===== src/rtl/pwm_width_scheduler.sv =====
// Buffers host pulse-width words and applies each one to the PWM top only at a
// 1 MHz period boundary: enable off, load pulse, wait for decoder done, re-enable.
module pwm_width_scheduler #(
  parameter int W_WIDTH = 13,
  parameter int DEPTH   = 4,
  parameter int TIMEOUT = 63
) (
  input  logic                       clk,
  input  logic                       reset,
  input  logic                       run,
  input  logic                       wr_valid,
  input  logic [W_WIDTH-1:0]         wr_data,
  output logic                       wr_ready,
  input  logic                       tick_1MHz,
  input  logic                       dec_done,
  output logic [W_WIDTH-1:0]         W_out,
  output logic                       load_out,
  output logic                       en_out,
  output logic                       busy,
  output logic                       timeout_err,
  output logic [$clog2(DEPTH):0]     fifo_count
);

  localparam int AW = $clog2(DEPTH);
  localparam int CW = AW + 1;
  localparam int TW = $clog2(TIMEOUT + 1);
  localparam logic [CW-1:0] DEPTH_C   = CW'(DEPTH);
  localparam logic [TW-1:0] TIMER_END = TW'(TIMEOUT - 1);

  typedef enum logic [2:0] {
    S_IDLE, S_ARM, S_LOAD, S_DECODE, S_RUN, S_ERR
  } state_t;

  state_t             state_q, state_d;
  logic [W_WIDTH-1:0] mem_q [DEPTH];
  logic [AW-1:0]      wr_ptr_q, wr_ptr_d;
  logic [AW-1:0]      rd_ptr_q, rd_ptr_d;
  logic [CW-1:0]      count_q, count_d;
  logic [TW-1:0]      timer_q, timer_d;
  logic [W_WIDTH-1:0] w_out_q, w_out_d;
  logic               load_q, load_d;
  logic               en_q, en_d;
  logic               busy_q, busy_d;
  logic               err_q, err_d;

  logic push, capture, count_nz;

  // Full flag is taken from the registered count only, so a pop never frees
  // a slot for a push in the same cycle.
  assign wr_ready = (count_q < DEPTH_C);
  assign count_nz = (count_q != '0);
  assign push     = wr_valid && wr_ready;
  assign capture  = ((state_q == S_ARM) || (state_q == S_RUN)) && run && tick_1MHz && count_nz;

  always_comb begin
    state_d  = state_q;
    timer_d  = timer_q;
    wr_ptr_d = wr_ptr_q;
    rd_ptr_d = rd_ptr_q;
    count_d  = count_q;
    w_out_d  = w_out_q;

    if (push) begin
      wr_ptr_d = wr_ptr_q + 1'b1;
    end
    if (capture) begin
      rd_ptr_d = rd_ptr_q + 1'b1;
      w_out_d  = mem_q[rd_ptr_q];
    end
    if (push && !capture) begin
      count_d = count_q + 1'b1;
    end else if (!push && capture) begin
      count_d = count_q - 1'b1;
    end

    unique case (state_q)
      S_IDLE: begin
        if (run && count_nz) state_d = S_ARM;
      end
      S_ARM: begin
        if (!run)         state_d = S_IDLE;
        else if (capture) state_d = S_LOAD;
      end
      S_LOAD: begin
        timer_d = '0;
        state_d = S_DECODE;
      end
      S_DECODE: begin
        timer_d = timer_q + 1'b1;
        // timer_q == 0 marks the first DECODE cycle, where done is stale.
        if (!run)                               state_d = S_IDLE;
        else if (dec_done && timer_q != '0)     state_d = S_RUN;
        else if (timer_q == TIMER_END)          state_d = S_ERR;
      end
      S_RUN: begin
        if (!run)         state_d = S_IDLE;
        else if (capture) state_d = S_LOAD;
      end
      S_ERR: begin
        if (!run) state_d = S_IDLE;
      end
      default: state_d = S_IDLE;
    endcase

    // Outputs are registered copies decoded from the next state.
    load_d = (state_d == S_LOAD);
    en_d   = (state_d == S_RUN);
    busy_d = (state_d == S_LOAD) || (state_d == S_DECODE);
    err_d  = (state_d == S_ERR);
  end

  always_ff @(posedge clk or posedge reset) begin
    if (reset) begin
      state_q  <= S_IDLE;
      wr_ptr_q <= '0;
      rd_ptr_q <= '0;
      count_q  <= '0;
      timer_q  <= '0;
      w_out_q  <= '0;
      load_q   <= 1'b0;
      en_q     <= 1'b0;
      busy_q   <= 1'b0;
      err_q    <= 1'b0;
    end else begin
      state_q  <= state_d;
      wr_ptr_q <= wr_ptr_d;
      rd_ptr_q <= rd_ptr_d;
      count_q  <= count_d;
      timer_q  <= timer_d;
      w_out_q  <= w_out_d;
      load_q   <= load_d;
      en_q     <= en_d;
      busy_q   <= busy_d;
      err_q    <= err_d;
    end
  end

  // Storage needs no reset: pointers and count define which entries are valid.
  always_ff @(posedge clk) begin
    if (push) mem_q[wr_ptr_q] <= wr_data;
  end

  assign W_out       = w_out_q;
  assign load_out    = load_q;
  assign en_out      = en_q;
  assign busy        = busy_q;
  assign timeout_err = err_q;
  assign fifo_count  = count_q;

endmodule

===== config.mk =====
export PLATFORM = sky130hd
export DESIGN_NAME = pwm_width_scheduler
export DESIGN_NICKNAME = d
export VERILOG_FILES = /design/src/rtl/pwm_width_scheduler.sv
export SDC_FILE = /design/constraint.sdc
export NUM_CORES = 1
export LEC_CHECK = 0
export BUFFER_PORTS_ARGS = -buffer_cell sky130_fd_sc_hd__buf_4
export CORE_MARGIN = 2
export CORE_UTILIZATION = 50
export DETAILED_ROUTE_END_ITERATION = 10
export PLACE_DENSITY = 0.73
export SYNTH_ARGS = -nofsm -noshare
export SYNTH_HDL_FRONTEND = slang
export SYNTH_SLANG_ARGS = --single-unit

===== constraint.sdc =====
create_clock -name clk -period 2.1 [get_ports clk]
set_input_delay 0.42 -clock clk [delete_from_list [all_inputs] [get_ports clk]]
set_output_delay 0.42 -clock clk [all_outputs]
set_load 0.05 [all_outputs]

Word level (Yosys, flattened, before mapping)
Memories as Yosys holds them, arrays and structs flattened. A register that Yosys moved wholly into a read port is not among the register bits.
Cells that the tools add are included.
Storage, ports and cells
  bits in registers: 20
  bits in writable memories: 52
  input bits: 19
  memories kept: 1
Operators by class
  add/sub/neg operators: 5
  magnitude comparators: 1
  equal/unequal tests: 10
  muxes and demuxes: 13
  reduce and logical (&&, ||, !) cells: 18
Memory list
  mem_q: depth 4, width 13, rd ports 1, clocked after Yosys merged registers in 1, write ports 1, line 35  | logic [W_WIDTH-1:0] mem_q [DEPTH];
Operators by type and width (count)
  two-way mux 3 bit: 9
  one-hot mux 3 bit (5 select lines): 1
  == test 3 x 2 -> 1 bit (second input constant): 4
  == test 3 bit (second input constant): 4
  one-hot mux 6 bit (2 select lines): 1
  logical AND 1 bit: 8
  adder 6 x 1 -> 6 bit (second input constant): 1
  == test 6 bit (second input constant): 1
  nonzero test 6 bit: 1
  adder 2 x 1 -> 2 bit (second input constant): 2
  nonzero test 2 bit: 2
  adder 3 x 1 -> 3 bit (second input constant): 1
  == test 3 x 1 -> 1 bit (second input constant): 1
  logical NOT 3 bit: 1
  less-than comparator 3 bit (second input constant): 1
  nonzero test 3 bit: 1
  subtractor 3 x 1 -> 3 bit (second input constant): 1
  logical NOT 1 bit: 2
  logical OR 1 bit: 2
  two-way mux 1 bit: 2
  OR reduction 2 bit: 1

Longest topological paths before layout
  depth in word-level cells: 10
  depth in mapped cells: 11

Least setup slack after synthesis
No wires, ideal clock.
  path type: register to register
  from: register count_q[0], in the netlist fifo_count[0]
  to: register count_q[1], in the netlist fifo_count[1]
  data arrival time: 2.374 ns
  data required time: 1.975 ns
  path slack: -0.399 ns
  cell stages (with the launch flop): 9
  path buffers: 1
  cell sequence: dfrtp_1 o311ai_2 nor3_4 buf_6 inv_1 ha_1 inv_1 fa_1 mux2_2
On the way
  word-level cells in the longest chain between the ends: 5
  elaborated cells on any way between the ends: 13
  classes of those cells: add/sub (2); order compare (1); mux (2); reduce/logical (8)
RTL lines
  from (decl): line 38  | logic [CW-1:0] count_q, count_d;
  from (signal assigned): line 128  | count_q <= count_d;
  branches (longest 4 deep; another with subtractor 3 x 1 -> 3 bit)
  two-way mux 3 bit (*): line 70  | if (push && !capture) begin
  via count_d[1]: line 38
Mark *: on every way through the listed nets, which the timed path passes. The select of a mux whose other input is x is not followed.
A chain may end at the register's enable or synchronous reset.

Worst setup path in the final report
  from: register count_q[0], in the netlist fifo_count[0]
  to: register count_q[2], in the netlist fifo_count[2]
On the way
  word-level cells in the longest chain between the ends: 5
  elaborated cells on any way between the ends: 13
  classes of those cells: add/sub (2); order compare (1); mux (2); reduce/logical (8)
RTL lines (line)
  less-than comparator 3 bit / nonzero test 3 bit (equally long branches): 50, 51
  logical AND 1 bit, on equally long branches: 52, 53
  logical NOT 1 bit, on equally long branches: 72, 70
  logical AND 1 bit, on equally long branches: 72, 70
  nonzero test 2 bit (no source line) / two-way mux 3 bit (equally long branches)
Parallel ways exist; a longest one is shown, timed or not. The select of a mux whose other input is x is not followed.

==> impl_metrics.toml <==
[power_and_ir_drop]
p_per_area_nw_per_um2 = 1408
power.leakage_nw = 1.612
finalPower_mw = 5.899
irDropWorstVdd_mv = 0.9379

[yosys]
yosysUniqueCellTypes = 41
yosys.area.top_type = "edfxtp_1"
async_flop_share = 0.3882
synth_nets = 233
avgSynthCellArea_um2 = 17.09
synth-main-ff-cell = "edfxtp_1"
ys_seq_area_frac = 0.6814
synth_edf_count = 52
synth_top_cells_by_area = "edfxtp_1 (45%), dfrtp_1 (24%), mux4_2 (8.4%), mux2_2 (4.5%), ha_1 (2.9%)"
synth_area_um2 = 3503
yosysMostFrequentCell = "edfxtp_1"
netlist_instances = 205
synth_warnings = 0
ys_ff_latch = 85
synthTopCellsByCount = "edfxtp_1 (52), dfrtp_1 (33), mux2_2 (14)"
synth_top_area_frac = 0.4457

[clock_tree]
cts.sinks = 85
tritoncts = "built"
clockBufferDepth = 2
cts_resized = 0
numCtsBuffers = 9
postCtsSetupBuffers = 0
root_buffer = "clkbuf_8"
postCtsHoldBufs = 0
insertion_delay_ns = 0.34
cts.clk_slew.worst_paths_ns = 0.08
htree_levels = 3

[detailed_routing]
first_pass_iters = 4
remaining_drc_errors = 0
wl_mm = 5.876
vias_per_cell = 5.335
vias = 1926
ant_nets = 0
drt_iter0_markers = 84
wl_per_cell_um = 16.28

[layout]
drive_gt1_frac = 0.3811
layout.nets = 288
fillers = 524
register_area_um2 = 2394
synthToLayoutAreaGrowth_pct = 19.57
multi_input_area_um2 = 1060
diodes = 0

[global_route]
grtUsageTotal = 0.1736
grt_pass1_vias = 1908
antenna_found_initial = 0
grt_max_degree = 20
grt-ovfl-total = 0
grt_pass1_wl_mm = 9.708

[setup_path]
crit_family = "flip-flops"
r2r_cells = 9
end_kind = "flip-flop"
path_max_fanout = 2
critical_path_required_ns = 2.37
critical_path_buf_inv_count = 2
cp-start-kind = "flip-flop"
cp.depth = 9
path_class = "reg2reg"
critPathArrivalTime_ns = 2.23
path_common_cell = "inv_2"
path_cells = "o311ai_4 -> nor3_4 -> inv_2 -> ha_4 -> inv_2 -> fa_2 -> xor2_1 -> nor2_1 -> xnor2_1"
critPathSlowestCell = "dfrtp_4"
cpPeakStageDelay_ns = 0.49

[job]
max_cap_violations = 0

[timing]
fin_crit_sh = 0.9334
hold_violations = 0
rsz0062_at_grt = "false"
slew_viol_final = 0
fmax_mhz = 510.2
setup_viol = 0
fin_skew_ns = 0.007957
min_period_ns = 1.960
hold_ws_ns = 0.2000
relSlewSlack = 0.5157
tightest_slew_ns = 0.7257

[die]
io_pins = 40
die_area_um2 = 7692
chipWidth_um = 87.71
fp.dieH_um = 87.71
start_util = 0.5157
rows = 30
coreArea_um2 = 6794

[run_status]
status = "complete, no violations"

[placement]
port_buffers = 39
gp_congestion = 0.8070
dp_hpwl_mm = 3.923

[min_path]
hold_class = "in2async"
routing by layer:
metal | wire (um) | GRT usage | share of wire | vias to the layer above
met2 | 2807 | 0.2707 | 0.48 | 51
met4 | 117 | 0.07552 | 0.020 | 0
met1 | 2711 | 0.2390 | 0.46 | 971
li1 | - | - | - | 893
met3 | 239 | 0.03676 | 0.041 | 11
met5 | 0 | 0 | 0 | -
final timing paths:
check                                     startpoint                   endpoint  slack, ns
min reg2reg                    W_out[11]$_DFFE_PP0P_      W_out[11]$_DFFE_PP0P_       0.52
max in group asynchronous                      reset       W_out[4]$_DFFE_PP0P_       1.27
max reg2reg                fifo_count[0]$_DFFE_PP0P_  fifo_count[2]$_DFFE_PP0P_       0.14
min in group clk                         wr_data[10]     mem_q[1][10]$_DFFE_PP_       0.27
max                        fifo_count[0]$_DFFE_PP0P_  fifo_count[2]$_DFFE_PP0P_       0.14
min                                            reset     timer_q[3]$_DFFE_PP0P_       0.20
cells in the final DEF, fill, tap and decap left out, types with 3 or more instances in the layout:
cell,n
xnor2_1,5
clkbuf_8,9
inv_1,7
nor2b_1,4
o31ai_1,3
nand2_1,10
o21ai_0,7
and2_1,6
edfxtp_1,52
mux2_2,13
mux4_2,13
ha_1,7
dfrtp_1,30
nand3_1,4
clkinvlp_4,3
buf_4,50
worst register-to-register path, stage by stage (launching register included):
cell      delay, ns
dfrtp_4        0.49
o311ai_4       0.34
nor3_4         0.09
inv_2          0.07
ha_4           0.13
inv_2          0.03
fa_2           0.32
xor2_1         0.16
nor2_1         0.13
xnor2_1        0.12
metrics by stage:
| step | cell area (um2) | setup TNS (ns) | utilization | std cells | worst slack, ns |
|---|---|---|---|---|---|
| finish | 4189 | 0 | 0.6166 | 361 | 0.1399 |
| global route | 4189 | 0 | 0.6166 | 361 | 0.04953 |
| CTS | 4189 | 0 | 0.6166 | 361 | 0.1381 |
| detailed placement | 4023 | 0 | 0.5921 | 345 | 0.1454 |
| global placement | 4023 | 0 | 0.5921 | 345 | 0.1620 |
| floorplan | 3538 | -0.2856 | - | 205 | -0.1768 |
area by class of cell:
class / instances / area share
sequential: 85 / 0.5714
timing repair buffer: 52 / 0.09916
clock buffer: 10 / 0.03047
inverter: 9 / 0.008065
multi-input combinational: 103 / 0.2530
clock inverter: 6 / 0.009259
tap: 96 / 0.02867
logic make-up (layout without fill, tap and decap cells):
| kind of cell | count (synthesis) | in the layout | share of synthesized area |
|---|---|---|---|
| fa+ha+maj | 9 | 9 | 0.03429 |
| flops | 85 | 85 | 0.6814 |
| xor+xnor | 7 | 7 | 0.01750 |
| mux | 29 | 29 | 0.1343 |
| buf+inv | 17 | 77 | 0.02429 |
| compound gates | 22 | 22 | 0.04572 |
| simple gates | 36 | 36 | 0.06251 |
flip-flops by register name, summed over array words and instances (netlist names), 2 cells and up:
register / cells
state_q: 3
W_out: 13
wr_ptr_q: 2
mem_q: 52
fifo_count: 3
rd_ptr_q: 2
timer_q: 6
power breakdown:
group | internal, mW | leakage, nW | switching [mW] | total, mW
Combinational | 1.02 | 0.659 | 1.39 | 2.42
Sequential | 2.20 | 0.879 | 0.293 | 2.50
Clock | 0.426 | 0.0740 | 0.559 | 0.985
Total | 3.65 | 1.61 | 2.25 | 5.90
Power figures use the tool's default switching activity.
